[src/rtl/ov7670_dvp_source.sv]
// OV7670 DVP camera emulator: free-running p_clock plus framed RGB565
// test patterns on vsync/href/p_data, all updated on p_clock falls.
module ov7670_dvp_source #(
   parameter int H_ACTIVE    = 640,
   parameter int V_ACTIVE    = 480,
   parameter int H_BLANK     = 144,
   parameter int VSYNC_LINES = 3,
   parameter int V_BP        = 17,
   parameter int V_FP        = 10,
   parameter int PCLK_DIV    = 2
) (
   input  logic        clk,
   input  logic        reset,
   input  logic        start_en,
   input  logic        cont_read,
   input  logic [1:0]  mode,
   input  logic [15:0] solid_rgb,
   output logic        p_clock,
   output logic        vsync,
   output logic        href,
   output logic [7:0]  p_data,
   output logic        busy_o,
   output logic        frame_done_o
);

   localparam int LINE_LEN = 2 * H_ACTIVE + H_BLANK;
   localparam int CW = $clog2(LINE_LEN);
   localparam int M1 = (VSYNC_LINES > V_BP) ? VSYNC_LINES : V_BP;
   localparam int M2 = (V_ACTIVE > V_FP) ? V_ACTIVE : V_FP;
   localparam int MAXL = (M1 > M2) ? M1 : M2;
   localparam int LW = $clog2(MAXL + 1);
   localparam int DW = (PCLK_DIV > 1) ? $clog2(PCLK_DIV) : 1;
   localparam int BAR_W = H_ACTIVE / 8;

   localparam logic [CW-1:0] COL_LAST = CW'(LINE_LEN - 1);
   localparam logic [CW-1:0] ACT_COLS = CW'(2 * H_ACTIVE);
   localparam logic [DW-1:0] DIV_LAST = DW'(PCLK_DIV - 1);

   typedef enum logic [2:0] {
      IDLE,
      VSYNC,
      VBP,
      ACTIVE,
      VFP
   } state_t;

   state_t        state;
   state_t        state_n;
   logic [CW-1:0] col;
   logic [CW-1:0] col_n;
   logic [LW-1:0] line;
   logic [LW-1:0] line_n;
   logic [LW-1:0] line_last;
   logic          frame_go;
   logic          frame_end;

   logic [DW-1:0] div_cnt;
   logic          div_wrap;
   logic          fall_tick;

   logic          pend;
   logic [1:0]    mode_q;
   logic [15:0]   rgb_q;
   logic [15:0]   pix_cnt;

   logic [15:0]   xb;
   logic [5:0]    x6;
   logic [4:0]    y5;
   logic [2:0]    bar;
   logic [15:0]   pix_val;
   logic          act_n;
   logic [7:0]    byte_n;

   function automatic logic [15:0] bar_rgb(input logic [2:0] idx);
      logic [15:0] c;
      case (idx)
         3'd0:    c = 16'hFFFF;
         3'd1:    c = 16'hFFE0;
         3'd2:    c = 16'h07FF;
         3'd3:    c = 16'h07E0;
         3'd4:    c = 16'hF81F;
         3'd5:    c = 16'hF800;
         3'd6:    c = 16'h001F;
         default: c = 16'h0000;
      endcase
      return c;
   endfunction

   assign div_wrap  = (div_cnt == DIV_LAST);
   assign fall_tick = div_wrap & p_clock;

   always_ff @(posedge clk) begin
      if (reset) begin
         div_cnt <= '0;
         p_clock <= 1'b0;
      end else if (div_wrap) begin
         div_cnt <= '0;
         p_clock <= ~p_clock;
      end else begin
         div_cnt <= div_cnt + 1'b1;
      end
   end

   always_comb begin
      case (state)
         VSYNC:   line_last = LW'(VSYNC_LINES - 1);
         VBP:     line_last = LW'(V_BP - 1);
         ACTIVE:  line_last = LW'(V_ACTIVE - 1);
         VFP:     line_last = LW'(V_FP - 1);
         default: line_last = '0;
      endcase
   end

   always_comb begin
      state_n   = state;
      col_n     = col;
      line_n    = line;
      frame_go  = 1'b0;
      frame_end = 1'b0;
      if (state == IDLE) begin
         if (pend) begin
            state_n  = VSYNC;
            col_n    = '0;
            line_n   = '0;
            frame_go = 1'b1;
         end
      end else if (col != COL_LAST) begin
         col_n = col + 1'b1;
      end else begin
         col_n = '0;
         if (line != line_last) begin
            line_n = line + 1'b1;
         end else begin
            line_n = '0;
            case (state)
               VSYNC:  state_n = VBP;
               VBP:    state_n = ACTIVE;
               ACTIVE: state_n = VFP;
               VFP: begin
                  frame_end = 1'b1;
                  if (cont_read) begin
                     state_n  = VSYNC;
                     frame_go = 1'b1;
                  end else begin
                     state_n = IDLE;
                  end
               end
               default: state_n = IDLE;
            endcase
         end
      end
   end

   always_ff @(posedge clk) begin
      if (reset) begin
         state <= IDLE;
         col   <= '0;
         line  <= '0;
      end else if (fall_tick) begin
         state <= state_n;
         col   <= col_n;
         line  <= line_n;
      end
   end

   // Outputs are built from the position being entered, so they
   // change together with the counters on the same fall_tick.
   always_comb begin
      xb     = 16'(col_n >> 1);
      x6     = 6'(col_n >> 1);
      y5     = 5'(line_n);
      bar    = 3'(xb / 16'(BAR_W));
      act_n  = (state_n == ACTIVE) && (col_n < ACT_COLS);
      case (mode_q)
         2'd0:    pix_val = rgb_q;
         2'd1:    pix_val = bar_rgb(bar);
         2'd2:    pix_val = pix_cnt;
         default: pix_val = {y5, x6, y5};
      endcase
      byte_n = 8'h00;
      if (act_n) begin
         byte_n = col_n[0] ? pix_val[7:0] : pix_val[15:8];
      end
   end

   always_ff @(posedge clk) begin
      if (reset) begin
         pend         <= 1'b0;
         busy_o       <= 1'b0;
         frame_done_o <= 1'b0;
         vsync        <= 1'b0;
         href         <= 1'b0;
         p_data       <= 8'h00;
         mode_q       <= 2'd0;
         rgb_q        <= 16'h0000;
         pix_cnt      <= 16'h0000;
      end else begin
         frame_done_o <= 1'b0;
         if (state == IDLE && start_en) begin
            pend <= 1'b1;
         end
         if (fall_tick) begin
            vsync  <= (state_n == VSYNC);
            href   <= act_n;
            p_data <= byte_n;
            if (frame_go) begin
               pend    <= 1'b0;
               busy_o  <= 1'b1;
               mode_q  <= mode;
               rgb_q   <= solid_rgb;
               pix_cnt <= 16'h0000;
            end else if (act_n && col_n[0]) begin
               pix_cnt <= pix_cnt + 16'h0001;
            end
            if (frame_end) begin
               frame_done_o <= 1'b1;
               if (!cont_read) begin
                  busy_o <= 1'b0;
               end
            end
         end
      end
   end

endmodule

[config.mk]
export PLATFORM = sky130hd
export DESIGN_NAME = ov7670_dvp_source
export DESIGN_NICKNAME = d
export VERILOG_FILES = /design/src/rtl/ov7670_dvp_source.sv
export SDC_FILE = /design/constraint.sdc
export NUM_CORES = 1
export LEC_CHECK = 0
export CAP_MARGIN = 20
export CORE_MARGIN = 2
export CORE_UTILIZATION = 53
export DETAILED_ROUTE_END_ITERATION = 8
export GPL_ROUTABILITY_DRIVEN = 0
export PLACE_DENSITY = 0.77
export SLEW_MARGIN = 10
export SYNTH_ARGS = -nofsm -noshare
export SYNTH_HDL_FRONTEND = slang
export SYNTH_SLANG_ARGS = --single-unit
[constraint.sdc]
create_clock -name clk -period 3.2 [get_ports clk]
set_input_delay 0.64 -clock clk [delete_from_list [all_inputs] [get_ports clk]]
set_output_delay 0.64 -clock clk [all_outputs]
set_load 0.01 [all_outputs]
# Yosys cells after proc, flatten, opt, wreduce, memory -nomap -nowiden
# Index checks and enable logic that the tools add are counted.
dict set report classes {
  addsub 4
  div_mod_pow 1
  n_lt_le_gt_ge 1
  eq_ne 18
  n_mux 37
  bitwise_logic 3
  reduce_logical 12
}
# op n
set ops {}
lappend ops {{16-bit one-hot mux with 7 select lines} 1}
lappend ops {{16-bit one-hot mux with 3 select lines} 1}
lappend ops {{9-bit two-way mux} 4}
lappend ops {{9-bit one-hot mux with 4 select lines} 1}
lappend ops {{11-bit two-way mux} 3}
lappend ops {{16-bit two-way mux} 2}
lappend ops {{1-bit two-way mux} 18}
lappend ops {{16-bit by 1-bit adder with 16-bit output, second input constant} 1}
lappend ops {{10-bit by 7-bit divider with 16-bit output, second input constant} 1}
lappend ops {{8-bit two-way mux} 2}
lappend ops {{3-bit by 2-bit == test with 1-bit output, second input constant} 5}
lappend ops {{3-bit == test, second input constant} 4}
lappend ops {{3-bit two-way mux} 4}
lappend ops {{3-bit one-hot mux with 4 select lines} 1}
lappend ops {{11-bit by 1-bit adder with 11-bit output, second input constant} 1}
lappend ops {{11-bit less-than comparator, second input constant} 1}
lappend ops {{11-bit inequality test, second input constant} 1}
lappend ops {{9-bit by 1-bit adder with 9-bit output, second input constant} 1}
lappend ops {{3-bit by 1-bit == test with 1-bit output, second input constant} 3}
lappend ops {{9-bit inequality test} 1}
lappend ops {{3-bit logical NOT} 2}
lappend ops {{2-bit inequality test, second input constant} 2}
lappend ops {{2-bit AND reduction} 2}
lappend ops {{2-bit OR reduction} 2}
lappend ops {{9 further kinds} 12}
dict set report totals {
  reg_bits 72
  input_bits 22
  out_inout_bits 13
  wordCells 91
}

# Depth between registers and ports, before layout
# Gate-level depths: netlist (run 1).
dict set report logic_depth {
  ltp_word 11
  depth_mapped 13
  depth_no_buf 9
}

# Least setup slack after synthesis (run 1)
# OpenSTA, ideal clock, no wires.
dict set report synth_timing {
  path_kind {reg-to-reg}
  start {register col[0]}
  end {register pix_cnt[15]}
  setup_ns 0.060
  arrival_ns 3.140
  required_time_ns 3.140
  slack_ns 0.000
  stages_incl_launch_ff 13
  n_path_buf 3
  period_less_slack_ns 3.200
  path_cell_list {dfxtp_1 ha_1 clkbuf_1 inv_1 or4_1 nand2_1 a31o_1 a21oi_1 or4_1 clkbuf_1 buf_4 a2111o_1 nand2_1}
}
dict set report synth_via {
  elab_chain_cells 8
  elab_cells_between_ends 16
  cone_classes {add/sub: 1; order compare: 1; eq/ne: 2; mux: 8; reduce/logical: 4}
}
# item line_no
set synth_lines {}
lappend synth_lines {{from (decl)} 49} ;# logic [CW-1:0] col;
lappend synth_lines {{from (signal assigned)} 161} ;# col <= col_n;
lappend synth_lines {{11-bit by 1-bit adder with 11-bit output or 11-bit inequality test (tied branches)} {128, 127}}
lappend synth_lines {{11-bit two-way mux or 3-bit two-way mux (tied branches)} 127} ;# end else if (col != COL_LAST) begin
lappend synth_lines {{11-bit two-way mux or 3-bit two-way mux (tied branches)} 120} ;# if (state == IDLE) begin
lappend synth_lines {{11-bit less-than comparator or 3-bit by 2-bit == test with 1-bit output (tied branches)} 173} ;# act_n = (state_n == ACTIVE) && (col_n < ACT_COLS);
lappend synth_lines {{1-bit logical AND} 173}
lappend synth_lines {{1-bit logical AND} 212} ;# end else if (act_n && col_n[0]) begin
lappend synth_lines {{2-bit nonzero test (no line)} -}
lappend synth_lines {{2-bit AND reduction (no line)} -}
lappend synth_lines {{to (signal assigned)} 213} ;# pix_cnt <= pix_cnt + 16'h0001;
lappend synth_lines {{to (decl)} 64} ;# logic [15:0] pix_cnt;
# Parallel ways exist; a longest one is shown, timed or not.
# A chain may end at the register's enable or synchronous reset.

# Final worst setup path (run 1)
dict set report layout_timing {
  start {register col[9]}
  end {register pix_cnt[14]}
}
# The elaborated chain is that of the path after synthesis.

==> results of run 1 <==
## report_power, final
part	total [mW]	leakage [nW]	switching, mW	internal [mW]
sequential	0.923	0.582	0.0157	0.908
combinational	0.231	1.23	0.135	0.0955
clock	0.742	0.0961	0.380	0.362
total	1.90	1.91	0.531	1.36
## registers in the layout, indices dropped and copies added (netlist names)
name	count
div_cnt	1
rgb_q	16
vsync	1
line	9
pix_cnt	16
col	11
busy_o	1
frame_done_o	1
href	1
pend	1
p_data	8
state	3
mode_q	2
p_clock	1
## placed cells by master (no fill, tap or decap), types with 14 or more instances in the layout
master,count
nor2_1,38
inv_1,14
clkdlybuf4s50_1,34
nand2_1,94
a21oi_1,52
nand3_1,21
nand4_1,15
o21ai_0,19
buf_4,49
dfxtp_1,71
## layer usage
metal / wire [um] / GRT usage
met5: 0 / 0
met2: 6370 / 0.455
met4: 462 / 0.114
met1: 5770 / 0.374
met3: 1070 / 0.0549
## cell families (layout without fill, tap and decap cells)
kind of cell	Yosys count	in the layout	share of synthesized area
fa+ha+maj	4	4	0.0104
flops	72	72	0.316
simple gates	234	234	0.250
buf+inv	68	114	0.0601
xor+xnor	7	7	0.0134
compound gates	210	210	0.325
mux	11	11	0.0250
## timing repair
| action | 4_1_cts | 5_1_grt |
|---|---|---|
| gates resized for setup | 0 | 11 |
| hold endpoints to repair | 0 | 0 |
| setup endpoints to repair | 0 | 30 |
## final cells by class
type / instances / area, um2
Tap cell: 105 / 131
Sequential cell: 72 / 1440
Fill cell: 707 / 2870
Multi-Input combinational cell: 466 / 2890
Clock inverter: 6 / 68.8
Clock buffer: 9 / 124
Inverter: 15 / 56.3
Timing Repair Buffer: 84 / 719
## worst min-delay path, delay by kind of cell, from the launching register on
| kind | cells | cell delay (ns) |
|---|---|---|
| DFF | 1 | 0.32 |
| AOI/OAI and AO/OA | 1 | 0.05 |
| and+or+nand+nor | 1 | 0.05 |
## stage by stage
stage                     utilization  total power, mW  hold slack, ns
after floorplan                     -             1.07           0.433
after global placement          0.625             1.16           0.446
after detailed placement        0.625             1.16           0.449
after CTS                       0.649             1.89           0.460
after global routing            0.654             1.96           0.486
final                           0.654             1.90           0.463
## worst paths after layout
kind	from	endpoint	slack, ns
min	rgb_q[9]	rgb_q[9]	0.46
max	col[9]	pix_cnt[14]	0.15
max reg2reg	col[9]	pix_cnt[14]	0.15
min reg2reg	rgb_q[9]	rgb_q[9]	0.46
==> key figures, run 1 <==
Timing
  – Final setup viols: 0
  – Setup ws final: 0.153 ns
  – Normalized max-slew margin: 0.485
  – Setup TNS: 0 ns
  – Setup Skew: 0.0209 ns
  – Max-slew violations: 0
  – Worst slew pin tran: 0.770 ns
  – RSZ-0062 raised after global routing: no
  – Final Cycle Share: 0.952
  – Fin. Hold Viols: 0
  – Tmin final: 3.05 ns
  – Max Clk Rate: 328 MHz

Global route
  – Pin count of the biggest net entering global routing: 36
  – Vias in the first global route: 4574
  – Initial antenna violation count: 0
  – Wire length of the first global-routing pass: 22.2 mm
  – Grt ovf: 0
  – GR Util All Layers: 0.283

Route
  – Post-DR wirelength/cell: 18.1 um
  – Wirelength, routed: 13.7 mm
  – Detailed Routing Iterations Pass 1: 5
  – Vias per inst: 6.61
  – Routed Antenna Nets: 0
  – Via count: 5004
  – DR DRC count: 0
  – First DRT Iteration DRCs: 448

Logic synthesis
  – Ys Warns: 0
  – Most frequent cells after synthesis: 94 x nand2_1, 72 x dfxtp_1, 52 x a21oi_1
  – Synthesized instance count: 606
  – Syn Area/Cell: 7.53 um2
  – Ys flop type: dfxtp_1
  – Asr flop ratio synth: 0
  – Unique masters post-synth: 70
  – Sequential share of the synthesized area: 0.316
  – Netlist Area Pre-Place: 4560 um2
  – Syn Nets: 631
  – Synth area leader: dfxtp_1
  – Post-synth top area share: 0.316
  – Area contributors post-synth: dfxtp_1 32%, nand2_1 7.7%, a21oi_1 5.7%
  – Yosys reg bits: 72
  – Most common cell in the netlist: nand2_1
  – EDFF count, synth: 0

Clocking
  – CTS sink count: 72
  – Worst-skew pair later-pin latency: 0.36 ns
  – Post-CTS setup buffer count: 0
  – H-tree depth: 3
  – Post-CTS Hold Buffers: 0
  – CTS tree: yes
  – Clock Pin Slew Worst Setup and Hold Paths: 0.08 ns
  – Num CTS Buffers: 9
  – Root Driver: clkbuf_8
  – Max Root-Sink Buffers: 2

Die
  – Die area: 9360 um2
  – I/O Pins: 35
  – Core area: 8300 um2
  – Rows: 33
  – Die height: 96.8 um
  – Initial core utilization: 0.550
  – Horiz. Die Dim: 96.8 um

Placement
  – IO buf count: 34
  – Placed cell count: 742
  – DP Area: 5190 um2
  – Pre-CTS WS: 0.0430 ns
  – HPWL after detailed placement: 10.2 mm

Hold path
  – WHS Path Cells: 2
  – Hold Path Class: flip-flop to flip-flop

Layout
  – Layout cells sized above 1: 0.127
  – Finished Layout Cells: 757
  – N_diodes: 0
  – Final non-filler cell area: 5430 um2
  – Layout area overhead: 19.0%
  – Layout net count: 673

Critical path
  – Crit-path slowest cell: or4b_4
  – Slowest stage delay, CP: 0.59 ns
  – CP Launch Type: flip-flop
  – Number of cells on the critical path: 9
  – Max FO, Critical Path: 31
  – Critical Path RT: 3.50 ns
  – Crit path capture type: flip-flop
  – CP Class: flip-flop to flip-flop
  – CP arrival: 3.34 ns
  – Critical-path cell list: or4b_4 > o31a_1 > a21oi_1 > a31o_1 > a21oi_1 > or4_1 > buf_6 > or4_1 > nand3_1
  – Top delay family on crit path: simple AND/OR/NAND/NOR gates
  – Reg2Reg Depth: 9
  – Bufs and invs on worst path: 1

Run status
  – Status: finished, final reports clean

Pwr
  – Leak pwr: 1.91 nW
  – Pwr per Cell Area: 349 nW/um2
  – VDD IR-drop max: 218 uV

Flow run
  – Max-Cap Viols: 0
No activity file was read; power rests on OpenSTA's default activity.
==> inputs of run 2 (changes only) <==
--- a/config.mk
+++ b/config.mk
@@ -5,6 +5,7 @@
 export SDC_FILE = /design/constraint.sdc
 export NUM_CORES = 1
 export LEC_CHECK = 0
+export ABC_AREA = 0
 export CAP_MARGIN = 20
 export CORE_MARGIN = 2
 export CORE_UTILIZATION = 53
==> results of run 2 <==
Final layout, timing and power as in run 1 (identical DEF).
==> inputs of run 3 (changes only) <==
--- a/config.mk
+++ b/config.mk
@@ -7,11 +7,14 @@
 export LEC_CHECK = 0
 export ABC_AREA = 0
 export CAP_MARGIN = 20
+export CELL_PAD_IN_SITES_DETAIL_PLACEMENT = 0
+export CELL_PAD_IN_SITES_GLOBAL_PLACEMENT = 1
 export CORE_MARGIN = 2
-export CORE_UTILIZATION = 53
+export CORE_UTILIZATION = 39
 export DETAILED_ROUTE_END_ITERATION = 8
 export GPL_ROUTABILITY_DRIVEN = 0
 export PLACE_DENSITY = 0.77
+export SKIP_LAST_GASP = 1
 export SLEW_MARGIN = 10
 export SYNTH_ARGS = -nofsm -noshare
 export SYNTH_HDL_FRONTEND = slang
==> key figures, run 3 (synthesized netlist as in run 1, its figures left out) <==
Run status
  – Status: finished, final reports clean

Timing
  – Max Clk Rate: 323 MHz (-1.5%)
  – Final setup viols: 0 (unchanged)
  – Tmin final: 3.09 ns (+0.0474 ns)
  – Normalized max-slew margin: 0.403 (-0.0818)
  – WHS: 0.458 ns (-0.00510 ns)
  – Worst slew pin tran: 0.895 ns (+0.126 ns)
  – Max-slew violations: 0 (unchanged)
  – Setup TNS: 0 ns (unchanged)
  – Final Cycle Share: 0.967 (+0.0148)
  – Fin. Hold Viols: 0 (unchanged)
  – Setup Skew: 0.0107 ns (-0.0102 ns)
  – Setup ws final: 0.105 ns (-0.0474 ns)

Critical path
  – CP Class: flip-flop to flip-flop
  – CP arrival: 3.37 ns (+0.03 ns)
  – CP Launch Type: flip-flop
  – Slowest stage delay, CP: 0.58 ns (about the same)
  – Critical-path cell list: or4b_4 > nor3_2 > nand3_2 > o31ai_2 > o21ai_1 > or4_1 > buf_6 > or4_1 > nand3_1
  – Critical Path RT: 3.48 ns (-0.02 ns)
  – Max FO, Critical Path: 31 (unchanged)
  – Reg2Reg Depth: 9 (unchanged)
  – Crit-path slowest cell: or4b_4
  – Most used cell, CP: or4_1
  – Crit path capture type: flip-flop

Die
  – I/O Pins: 35 (unchanged)
  – Rows: 39 (+18%)
  – Initial core utilization: 0.399 (-0.150)
  – Core area: 11400 um2 (+38%)
  – Die height: 112 um (+16%)
  – Horiz. Die Dim: 112 um (+16%)
  – Die area: 12600 um2 (+34%)

Global route
  – Wire length of the first global-routing pass: 23.1 mm (+4.2%)
  – Initial antenna violation count: 0 (unchanged)
  – Pin count of the biggest net entering global routing: 47 (+31%)
  – Vias in the first global route: 4473 (-2.2%)
  – Grt ovf: 0 (unchanged)
  – GR Util All Layers: 0.226 (-0.0567)

Layout
  – Commonest non-fill, non-tap cell in the layout: nand2_1
  – Most frequent cells in the layout: 94 x nand2_1, 69 x dfxtp_1, 53 x buf_4
  – Layout net count: 677 (+0.59%)
  – Layout area overhead: 23.0%
  – Biggest regs: pix_cnt (16), rgb_q (16), col (11)
  – Final non-filler cell area: 5610 um2 (+3.3%)
  – FILL cells: 1147 (+62%)
  – Finished Layout Cells: 800 (+5.7%)
  – Layout cells sized above 1: 0.142 (+0.0143)
  – N_diodes: 0 (unchanged)
  – Post-Route Utilization: 0.491 (-0.163)

Clocking
  – CTS tree: yes
  – Root Driver: clkbuf_16
  – Clock Pin Slew Worst Setup and Hold Paths: 0.06 ns (-0.02 ns)
  – H-tree depth: 3 (unchanged)
  – Worst-skew pair later-pin latency: 0.34 ns (-0.02 ns)
  – CTS sink count: 72 (unchanged)
  – Max Root-Sink Buffers: 2 (unchanged)
  – Num CTS Buffers: 9 (unchanged)

Route
  – Via count: 4975 (-0.58%)
  – First DRT Iteration DRCs: 465 (+3.8%)
  – M1 WL: 6.66 mm (+15%)
  – Wirelength, routed: 14.6 mm (+6.6%)
  – Routed Antenna Nets: 0 (unchanged)
  – Uppermost routed layer: met4
  – Metal2 WL: 6.63 mm (+4.1%)
  – Post-DR wirelength/cell: 18.2 um (+0.84%)
  – DR DRC count: 0 (unchanged)
  – Met3 WL: 902 um (-16%)
  – Detailed Routing Iterations Pass 1: 6 (+1)
  – Vias per inst: 6.22 (-5.9%)

Pwr
  – Overall Power: 2.15 mW (+13%)
  – Pwr per Cell Area: 383 nW/um2 (+9.6%)
  – Leak pwr: 1.96 nW (+2.4%)
  – VDD IR-drop max: 255 uV (+17%)

Flow run
  – Max-Cap Viols: 0 (unchanged)

Placement
  – Placed cell count: 782 (+5.4%)
  – DP Area: 5250 um2 (+1.2%)
  – HPWL after detailed placement: 10.7 mm (+4.4%)
  – Pre-CTS WS: 0.101 ns (+0.0580 ns)
  – IO buf count: 34 (unchanged)

Hold path
  – Hold Path Class: flip-flop to flip-flop
  – WHS Path Cells: 2 (unchanged)
run 3: cell type report:
| cell class | instances | area [um2] | area share |
|---|---|---|---|
| multi-input combinational | 466 | 2890 | 0.515 |
| inverter | 15 | 56.3 | 0.0100 |
| sequential | 72 | 1450 | 0.258 |
| timing repair buffer | 88 | 749 | 0.134 |
| tap | 143 | 179 | 0.0319 |
| clock inverter | 6 | 50.0 | 0.00892 |
| clock buffer | 10 | 239 | 0.0426 |
run 3: worst max-delay path, delay by kind of cell, from the launching register on:
family          cells  cell delay, ns
buf+inv             1            0.20
flops               1            0.31
simple gates        6            2.11
compound gates      2            0.40
run 3: path summary, 6_finish.rpt:
path	startpoint	endpoint	slack [ns]
hold reg to reg	rgb_q[7]	rgb_q[7]	0.46
setup / recovery	col[9]	pix_cnt[14]	0.11
hold / removal	rgb_q[7]	rgb_q[7]	0.46
setup reg to reg	col[9]	pix_cnt[14]	0.11
run 3: report_power, final:
group          switching [mW]  internal (mW)  total [mW]
sequential             0.0158          0.909       0.924
clock                   0.432          0.554       0.987
combinational           0.139         0.0970       0.236
run 3: layer usage:
layer,global-route usage,vias to the layer above
li1,-,2387
met1,0.307,2343
met2,0.367,209
met3,0.0356,36
met4,0.0789,0
met5,0,-
run 3: timing repair:
action	4_1_cts	5_1_grt
hold buffers	0	0
gates resized for setup	0	14
setup endpoints to repair	0	40
setup buffers	0	2
